--- src/rtl/dawson64_arbiter.sv ---
// dawson64_arbiter: round-robin scheduler sharing one dawson64_if FPU between
// NUM_REQ requesters, one operation in flight at a time.
// Optional watchdog: define DAWSON_ARB_TIMEOUT_EN to recover from a hung FPU
// (answer quiet NaN, pulse fpu_reset_n low, set sticky timeout_err).
module dawson64_arbiter #(
    parameter int NUM_REQ        = 4,
    parameter int TIMEOUT_CYCLES = 1023
) (
    input  logic                  clock,
    input  logic                  reset_n,
    input  logic [NUM_REQ-1:0]    req_valid,
    input  logic [NUM_REQ*64-1:0] req_a,
    input  logic [NUM_REQ*64-1:0] req_b,
    output logic [NUM_REQ-1:0]    req_ready,
    output logic [NUM_REQ-1:0]    resp_valid,
    output logic [63:0]           resp_data,
    output logic [63:0]           fpu_a,
    output logic [63:0]           fpu_b,
    output logic                  fpu_ready_in,
    input  logic [63:0]           fpu_out,
    input  logic                  fpu_ready_out,
    output logic                  fpu_reset_n,
    output logic                  busy,
    output logic                  timeout_err
);

    localparam int IW = (NUM_REQ > 1) ? $clog2(NUM_REQ) : 1;
    localparam logic [63:0] QNAN = 64'h7FF8_0000_0000_0000;

    if (NUM_REQ < 2 || NUM_REQ > 8 || TIMEOUT_CYCLES < 1) begin : g_bad_param
        $error("dawson64_arbiter: NUM_REQ must be 2..8 and TIMEOUT_CYCLES >= 1");
    end

    typedef enum logic [1:0] {IDLE, ISSUE, WAIT, RESP} state_t;

    state_t         state, state_next;
    logic [IW-1:0]  ptr;
    logic [IW-1:0]  grant;
    logic [IW-1:0]  pick;
    logic [63:0]    pick_a, pick_b;
    logic           wd_hit;

    // Round-robin search starting just after the last served requester.
    always_comb begin : p_pick
        int  idx;
        logic found;
        idx   = 0;
        found = 1'b0;
        pick  = ptr;
        for (int k = 1; k <= NUM_REQ; k++) begin
            idx = int'(ptr) + k;
            if (idx >= NUM_REQ) idx = idx - NUM_REQ;
            if (!found && req_valid[idx[IW-1:0]]) begin
                found = 1'b1;
                pick  = idx[IW-1:0];
            end
        end
    end

    // Operand mux for the chosen requester.
    always_comb begin
        pick_a = '0;
        pick_b = '0;
        for (int i = 0; i < NUM_REQ; i++) begin
            if (int'(pick) == i) begin
                pick_a = req_a[64*i +: 64];
                pick_b = req_b[64*i +: 64];
            end
        end
    end

    // Next-state logic; RESP can be reached through a real answer or the watchdog.
    always_comb begin
        state_next = state;
        case (state)
            IDLE:    if (|req_valid) state_next = ISSUE;
            ISSUE:   state_next = WAIT;
            WAIT:    if (fpu_ready_out || wd_hit) state_next = RESP;
            RESP:    state_next = IDLE;
            default: state_next = IDLE;
        endcase
    end

    // State, grant bookkeeping, captured operands and result register.
    always_ff @(posedge clock or negedge reset_n) begin
        if (!reset_n) begin
            state     <= IDLE;
            ptr       <= IW'(NUM_REQ - 1);
            grant     <= '0;
            fpu_a     <= '0;
            fpu_b     <= '0;
            resp_data <= '0;
        end else begin
            state <= state_next;
            case (state)
                IDLE: begin
                    if (|req_valid) begin
                        grant <= pick;
                        fpu_a <= pick_a;
                        fpu_b <= pick_b;
                    end
                end
                WAIT: begin
                    // A real answer on the limit cycle takes precedence over the NaN.
                    if (fpu_ready_out)  resp_data <= fpu_out;
                    else if (wd_hit)    resp_data <= QNAN;
                end
                RESP:    ptr <= grant;
                default: ;
            endcase
        end
    end

    // Handshake strobes decoded from state and the latched grant only.
    always_comb begin
        req_ready  = '0;
        resp_valid = '0;
        if (state == ISSUE) req_ready[grant]  = 1'b1;
        if (state == RESP)  resp_valid[grant] = 1'b1;
    end

    assign fpu_ready_in = (state == ISSUE);
    assign busy         = (state != IDLE);

`ifdef DAWSON_ARB_TIMEOUT_EN
    localparam int CW = $clog2(TIMEOUT_CYCLES + 1);

    logic [CW-1:0] wd_cnt;
    logic          wd_fired;

    assign wd_hit      = (state == WAIT) && !fpu_ready_out && (wd_cnt == CW'(TIMEOUT_CYCLES));
    assign fpu_reset_n = !((state == RESP) && wd_fired);

    // Watchdog: counts WAIT cycles, remembers a hit for the RESP cycle, sticky error.
    always_ff @(posedge clock or negedge reset_n) begin
        if (!reset_n) begin
            wd_cnt      <= '0;
            wd_fired    <= 1'b0;
            timeout_err <= 1'b0;
        end else begin
            if (state == ISSUE)     wd_cnt <= '0;
            else if (state == WAIT) wd_cnt <= wd_cnt + 1'b1;

            if (state == WAIT)      wd_fired <= wd_hit;
            else if (state == RESP) wd_fired <= 1'b0;

            if (wd_hit) timeout_err <= 1'b1;
        end
    end
`else
    assign wd_hit      = 1'b0;
    assign fpu_reset_n = 1'b1;
    assign timeout_err = 1'b0;
`endif

endmodule

--- config.mk ---
export PLATFORM = sky130hd
export DESIGN_NAME = dawson64_arbiter
export DESIGN_NICKNAME = d
export VERILOG_FILES = /design/src/rtl/dawson64_arbiter.sv
export SDC_FILE = /design/constraint.sdc
export NUM_CORES = 1
export LEC_CHECK = 0
export BUFFER_PORTS_ARGS = -buffer_cell sky130_fd_sc_hd__buf_2
export CORE_AREA = 2 2 308 310
export CTS_CLUSTER_DIAMETER = 80
export DETAILED_ROUTE_END_ITERATION = 8
export DIE_AREA = 0 0 310 312
export PLACE_DENSITY_LB_ADDON = 0.05
export SETUP_SLACK_MARGIN = 0.15
export SYNTH_ARGS = -nofsm -noshare
export SYNTH_HDL_FRONTEND = slang
export SYNTH_SLANG_ARGS = --single-unit
--- constraint.sdc ---
create_clock -name clock -period 4.71 [get_ports clock]
set_clock_uncertainty 0.05 [all_clocks]
set_input_delay 0.942 -clock clock [delete_from_list [all_inputs] [get_ports clock]]
set_output_delay 0.942 -clock clock [all_outputs]
set_load 0.01 [all_outputs]
## Word level (Yosys, flattened, before mapping)

Cells that the tools add are included.

| word-level totals | value |
|---|---|
| flip-flop bits (word level) | 198 |
| input port bits | 583 |
| word-level logic and storage cells | 80 |

| cells by class | value |
|---|---|
| add/sub/neg operators | 8 |
| magnitude comparators | 10 |
| eq/ne operators | 8 |
| multiplexer cells | 34 |
| reductions and logical operators | 14 |

Operator list:

| kind | count |
|---|---|
| $mux W64 | 8 |
| $mux W2 | 10 |
| $lt A2 B3 Y1 const B | 5 |
| $ge A3 B3 Y1 const B | 3 |
| $bmux W1 S2 | 4 |
| $eq A2 B2 Y1 const B | 4 |
| $mux W1 | 8 |
| $mux W4 | 2 |
| $pmux W2 S4 | 1 |
| $sub A2 B1 Y2 const B | 4 |
| $add A2 B2 Y3 const B | 2 |
| $reduce_and A2 Y1 | 3 |
| $add A2 B3 Y4 const B | 1 |
| $eq A2 B1 Y1 const B | 2 |
| $ge A4 B3 Y1 const B | 1 |
| $logic_and A1 B1 Y1 | 4 |
| $logic_not A2 Y1 | 2 |
| $ne A2 B2 Y1 const B | 2 |
| $reduce_or A4 Y1 | 1 |
| $add A2 B1 Y3 const B | 1 |
| $logic_not A1 Y1 | 3 |
| $demux W1 S2 | 1 |
| $ge A2 B1 Y1 const B | 1 |
| $reduce_bool A2 Y1 | 1 |

## Depth between registers and ports, before layout

| logic depth | value |
|---|---|
| depth in word-level cells | 20 |
| gate-level depth with buffers | 8 |
| depth with buffers taken out | 6 |

## Worst setup path before layout

No wires, ideal clock.

| path | value |
|---|---|
| kind | input to register |
| from | input req_valid[2] |
| to | register fpu_a[0] |
| arrival | 2.099 ns |
| slack | 2.428 ns |
| stages | 8 |
| cells stage by stage | or2_4 > o21ai_2 > a211oi_2 > buf_6 > buf_12 > buf_12 > mux2i_1 > o221ai_2 |

| between the ends | value |
|---|---|
| word-level cells in the longest chain between the ends | 17 |

Ends and longest elaborated chain:

| element | RTL line | text |
|---|---|---|
| start, declared | 11 | `input logic [NUM_REQ-1:0] req_valid,` |
| $bmux W1 S2 | 53 | `if (!found && req_valid[idx[IW-1:0]]) begin` |
| $mux W1 (not written as such) | 53 |  |
| $mux W1 | 53 |  |
| $logic_not A1 Y1 | 53 |  |
| $logic_and A1 B1 Y1 | 53 |  |
| $mux W1 | 53 |  |
| $logic_not A1 Y1 | 53 |  |
| $logic_and A1 B1 Y1 | 53 |  |
| $mux W1 | 53 |  |
| $logic_not A1 Y1 | 53 |  |
| $logic_and A1 B1 Y1 | 53 |  |
| $mux W2 | 53 |  |
| $logic_not A2 Y1 | 65 | `if (int'(pick) == i) begin` |
| $mux W64 (4 in a row) | 65 |  |
| end signal, assigned | 99 | `fpu_a <= pick_a;` |
| end, declared | 17 | `output logic [63:0] fpu_a,` |

Several ways; a longest one is shown, not always the timed one. The select of a mux whose other input is x is not followed.
A chain may end at the register's enable or synchronous reset.

## Worst setup path after layout

| path | value |
|---|---|
| from | input req_valid[0] |
| to | register fpu_b[6] |

| between the ends | value |
|---|---|
| word-level cells in the longest chain between the ends | 17 |

Ends and longest elaborated chain:

| element | RTL line | text |
|---|---|---|
| $bmux W1 S2 | 53 |  |
| $mux W1 (not written as such) | 53 |  |
| $mux W1 | 53 |  |
| $logic_not A1 Y1 | 53 |  |
| $logic_and A1 B1 Y1 | 53 |  |
| $mux W1 | 53 |  |
| $logic_not A1 Y1 | 53 |  |
| $logic_and A1 B1 Y1 | 53 |  |
| $mux W1 | 53 |  |
| $logic_not A1 Y1 | 53 |  |
| $logic_and A1 B1 Y1 | 53 |  |
| $mux W2 | 53 |  |
| $logic_not A2 Y1 | 65 |  |
| $mux W64 (4 in a row) | 65 |  |
| end signal, assigned | 100 | `fpu_b <= pick_b;` |
| end, declared | 18 | `output logic [63:0] fpu_b,` |

Several ways; a longest one is shown, not always the timed one. The select of a mux whose other input is x is not followed.

==> metrics.md <==
| Metric | Value |
|---|---|
| Status | `finished clean` |
| Site Rows | `112` |
| Cell Area, Synth | `0.0116 mm^2` |
| Critical path class | `primary input to register` |
| Synth Flop Type | `dfrtp_1` |
| GR Util met2 | `22.9%` |
| Max rail drop VDD | `0.000297 V` |
| GR peak layer | `met2` |
| Crit path largest cell delay | `0.59 ns` |
| Crit path buffers/inverters | `2` |
| Slew Limit Headroom | `37.3%` |
| Worst path cell trace | `buf_2, o21ai_0, a21oi_1, nor3_1, nand2b_4, buf_12, o221ai_1` |
| Clock period minus worst slack | `2.71 ns` |
| Max-cap violations | `0` |
| LEAKAGE | `8.59 nW` |
| Port Buffers | `784` |
| Iteration-0 DRC Markers | `327` |
| Worst EP arrival | `3.04 ns` |
| CTS Hold Bufs | `0` |
| Worst Max-Slew Pin Slew | `0.941 ns` |
| CTS tree | `done` |
| Final Instance Area | `0.0172 mm^2` |
| FILL cells | `10500` |
| CP top delay family | `simple AND/OR/NAND/NOR gates` |
| TNS Setup | `0 ns` |
| Fin. Hold Viols | `0` |
| Internal reg-to-reg setup slack | `2.03 ns` |
| CP endpoint kind | `register` |
| Biggest area consumer among synthesized cells | `dfrtp_1` |
| Met1 Resource Use GR | `12.9%` |
| Layout Cells excl Fill | `2922` |
| Pre-antenna DRT Iters | `4` |
| Largest net degree at the start of global routing | `79` |
| Final Setup Violations | `0` |
| Dpl cell area | `0.0167 mm^2` |
| Post-DP HPWL | `49000 um` |
| Routed via count | `10600` |
| First-pass GRT wire length | `85400 um` |
| CP max stage cell | `nand2b_4` |
| TritonCTS buffer count | `17` |
| Final #Nets | `2234` |
| PD cells | `624 mW/mm^2` |
| Initial antenna violation count | `32` |
| Yosys top cell area share | `42.2%` |
| Area contributors post-synth | `dfrtp_1 42%, mux2i_1 22%, o221ai_2 14%` |
| Area grow syn2layout | `48.3%` |
| Routability Congestion | `0.724` |
| Worst Path Required | `5.04 ns` |
| Clock Tree Buf Depth | `2` |
| Reg2Reg Depth | `6` |
| Async SR Flop Fraction | `100%` |
| Hold Crit Class | `primary input to async pin` |
| Root buffer cell | `clkbuf_16` |
| Share of cells above drive strength 1 | `61.4%` |
| Worst R2R Start | `ptr[0]` |
| Yosys cell types | `31` |
| Top Ports | `787` |
| Wire length per cell | `21.3 um` |
| Pwr Total | `10.8 mW` |
| Clock Sinks | `198` |
| Post-route ant nets | `0` |
| Number of synthesis warnings | `0` |
| Placed insts | `2882` |
| Synthesis-stage register bit count | `198` |
| Vias in the first global route | `11700` |
| Die W | `310 um` |
| Post-synth EDFFs | `0` |
| Crit start category | `primary input` |
| Max Freq | `0.369 GHz` |
| Mapped Cells | `905` |
| Worst-skew pair later-pin latency | `0.52 ns` |
| Gr ovfl total | `0` |
| H-tree Lvls | `4` |
| CTS clk-pin slew, worst paths | `0.09 ns` |
| Die Ht | `312 um` |
| Syn Nets | `1492` |
| Syn_area_per_cell | `12.9 um^2` |
| Avg Vias per Cell | `3.62` |
| GRT Total Usage | `12.5%` |
| Critical Path Fanout Max | `49` |
| WHS | `0.313 ns` |
| Sequential cell area fraction in the yosys report | `42.6%` |
| Grt met3 use | `5.64%` |
| RSZ-0062 raised after global routing | `false` |
| Final period util | `57.6%` |
| # resized after CTS | `0` |
| Post-CTS Setup Inserts | `0` |
| Final WL | `62100 um` |
| Starting Density | `12.5%` |
| Worst R2R End | `fpu_b[6]` |
| Die area | `0.0967 mm^2` |
| Area of the core | `0.0930 mm^2` |
| Count of pins over their slew limit | `0` |
| Residual DRC | `0` |
==> synthesized netlist by cell type (3+ instances only) <==
| library cell | instances |
|---|---|
| buf_12 | 23 |
| inv_1 | 4 |
| nand2_1 | 136 |
| o221ai_1 | 19 |
| clkbuf_1 | 20 |
| mux2_2 | 65 |
| ha_1 | 4 |
| o221ai_2 | 109 |
| mux2i_1 | 256 |
| buf_2 | 30 |
| buf_6 | 5 |
| o21ai_0 | 3 |
| a21oi_1 | 4 |
| dfrtp_1 | 196 |
| and3b_1 | 4 |
| nand2b_1 | 5 |
==> kinds of logic (layout without fill, tap and decap cells) <==
| family | after synthesis | in the layout | synth area share, % |
|---|---|---|---|
| flops | 198 | 198 | 42.6 |
| simple gates | 155 | 155 | 5.49 |
| fa+ha+maj | 4 | 4 | 0.430 |
| buf+inv | 86 | 841 | 6.96 |
| mux | 321 | 321 | 28.3 |
| other cells | 2 | 10 | 0.0646 |
| compound gates | 139 | 139 | 16.1 |
==> layout by cell type (no fill, tap or decap), drive strengths merged <==
cell type | netlist | final
a211oi | 1 | 1
a21oi | 4 | 4
and3 | 2 | 2
and3b | 4 | 4
buf | 60 | 805
clkbuf | 20 | 22
clkinv | 0 | 4
clkinvlp | 0 | 2
conb | 2 | 2
dfrtp | 196 | 196
dfstp | 2 | 2
diode | 0 | 8
ha | 4 | 4
inv | 4 | 8
mux2 | 65 | 65
mux2i | 256 | 256
nand2 | 136 | 136
nand2b | 5 | 5
nor2 | 2 | 2
nor2b | 1 | 1
nor3 | 1 | 1
nor3b | 2 | 2
nor4 | 1 | 1
o21ai | 5 | 5
o221ai | 128 | 128
o22a | 1 | 1
or2 | 1 | 1
==> per-stage QoR <==
| stage | utilization, % | setup slack, ns |
|---|---|---|
| floorplan | - | 2.43 |
| detailed placement | 17.9 | 1.41 |
| global route | 18.5 | 1.82 |
| global placement | 17.9 | 1.38 |
| finish | 18.5 | 2.00 |
| CTS | 18.5 | 1.96 |
==> layout make-up <==
cell class	count	area (um^2)	area share (%)
diodes	8	20.0	0.116
clock inverters	10	87.6	0.508
flip-flops and latches	198	4960	28.7
well taps	1254	1570	9.10
clock buffers	22	484	2.81
repair buffers	805	4220	24.5
inverters	4	15.0	0.0871
multi-input cells	621	5900	34.2
==> power breakdown <==
group	internal, mW	total, mW	switching (mW)
logic	2.61	6.17	3.56
registers	2.58	3.03	0.457
clock network	0.744	1.56	0.812
total	5.93	10.8	4.83
==> layer usage <==
metal  wire (um)  share of wire (%)
met1       22600                 36
met4         868                1.4
met5         248               0.40
met2       32100                 52
met3        6290                 10
==> state kept, by name, summed over array words and instances, names as in the netlist <==
register	cells
fpu_b	64
fpu_a	64
resp_data	64
grant	2
ptr	2
state	2
==> how the worst max path moves through the flow <==
stage	to	slack (ns)	start	cells past startpoint
after floorplan	fpu_a[0]	2.43	req_valid[2]	8
after global placement	fpu_b[4]	1.38	req_valid[0]	7
after detailed placement	fpu_b[5]	1.41	req_valid[0]	7
after CTS	fpu_b[5]	1.96	ptr[0]	6
after global routing	fpu_b[6]	1.82	ptr[0]	6
final	fpu_b[6]	2.00	req_valid[0]	7
Note: power is estimated with default switching activity, not from simulation.
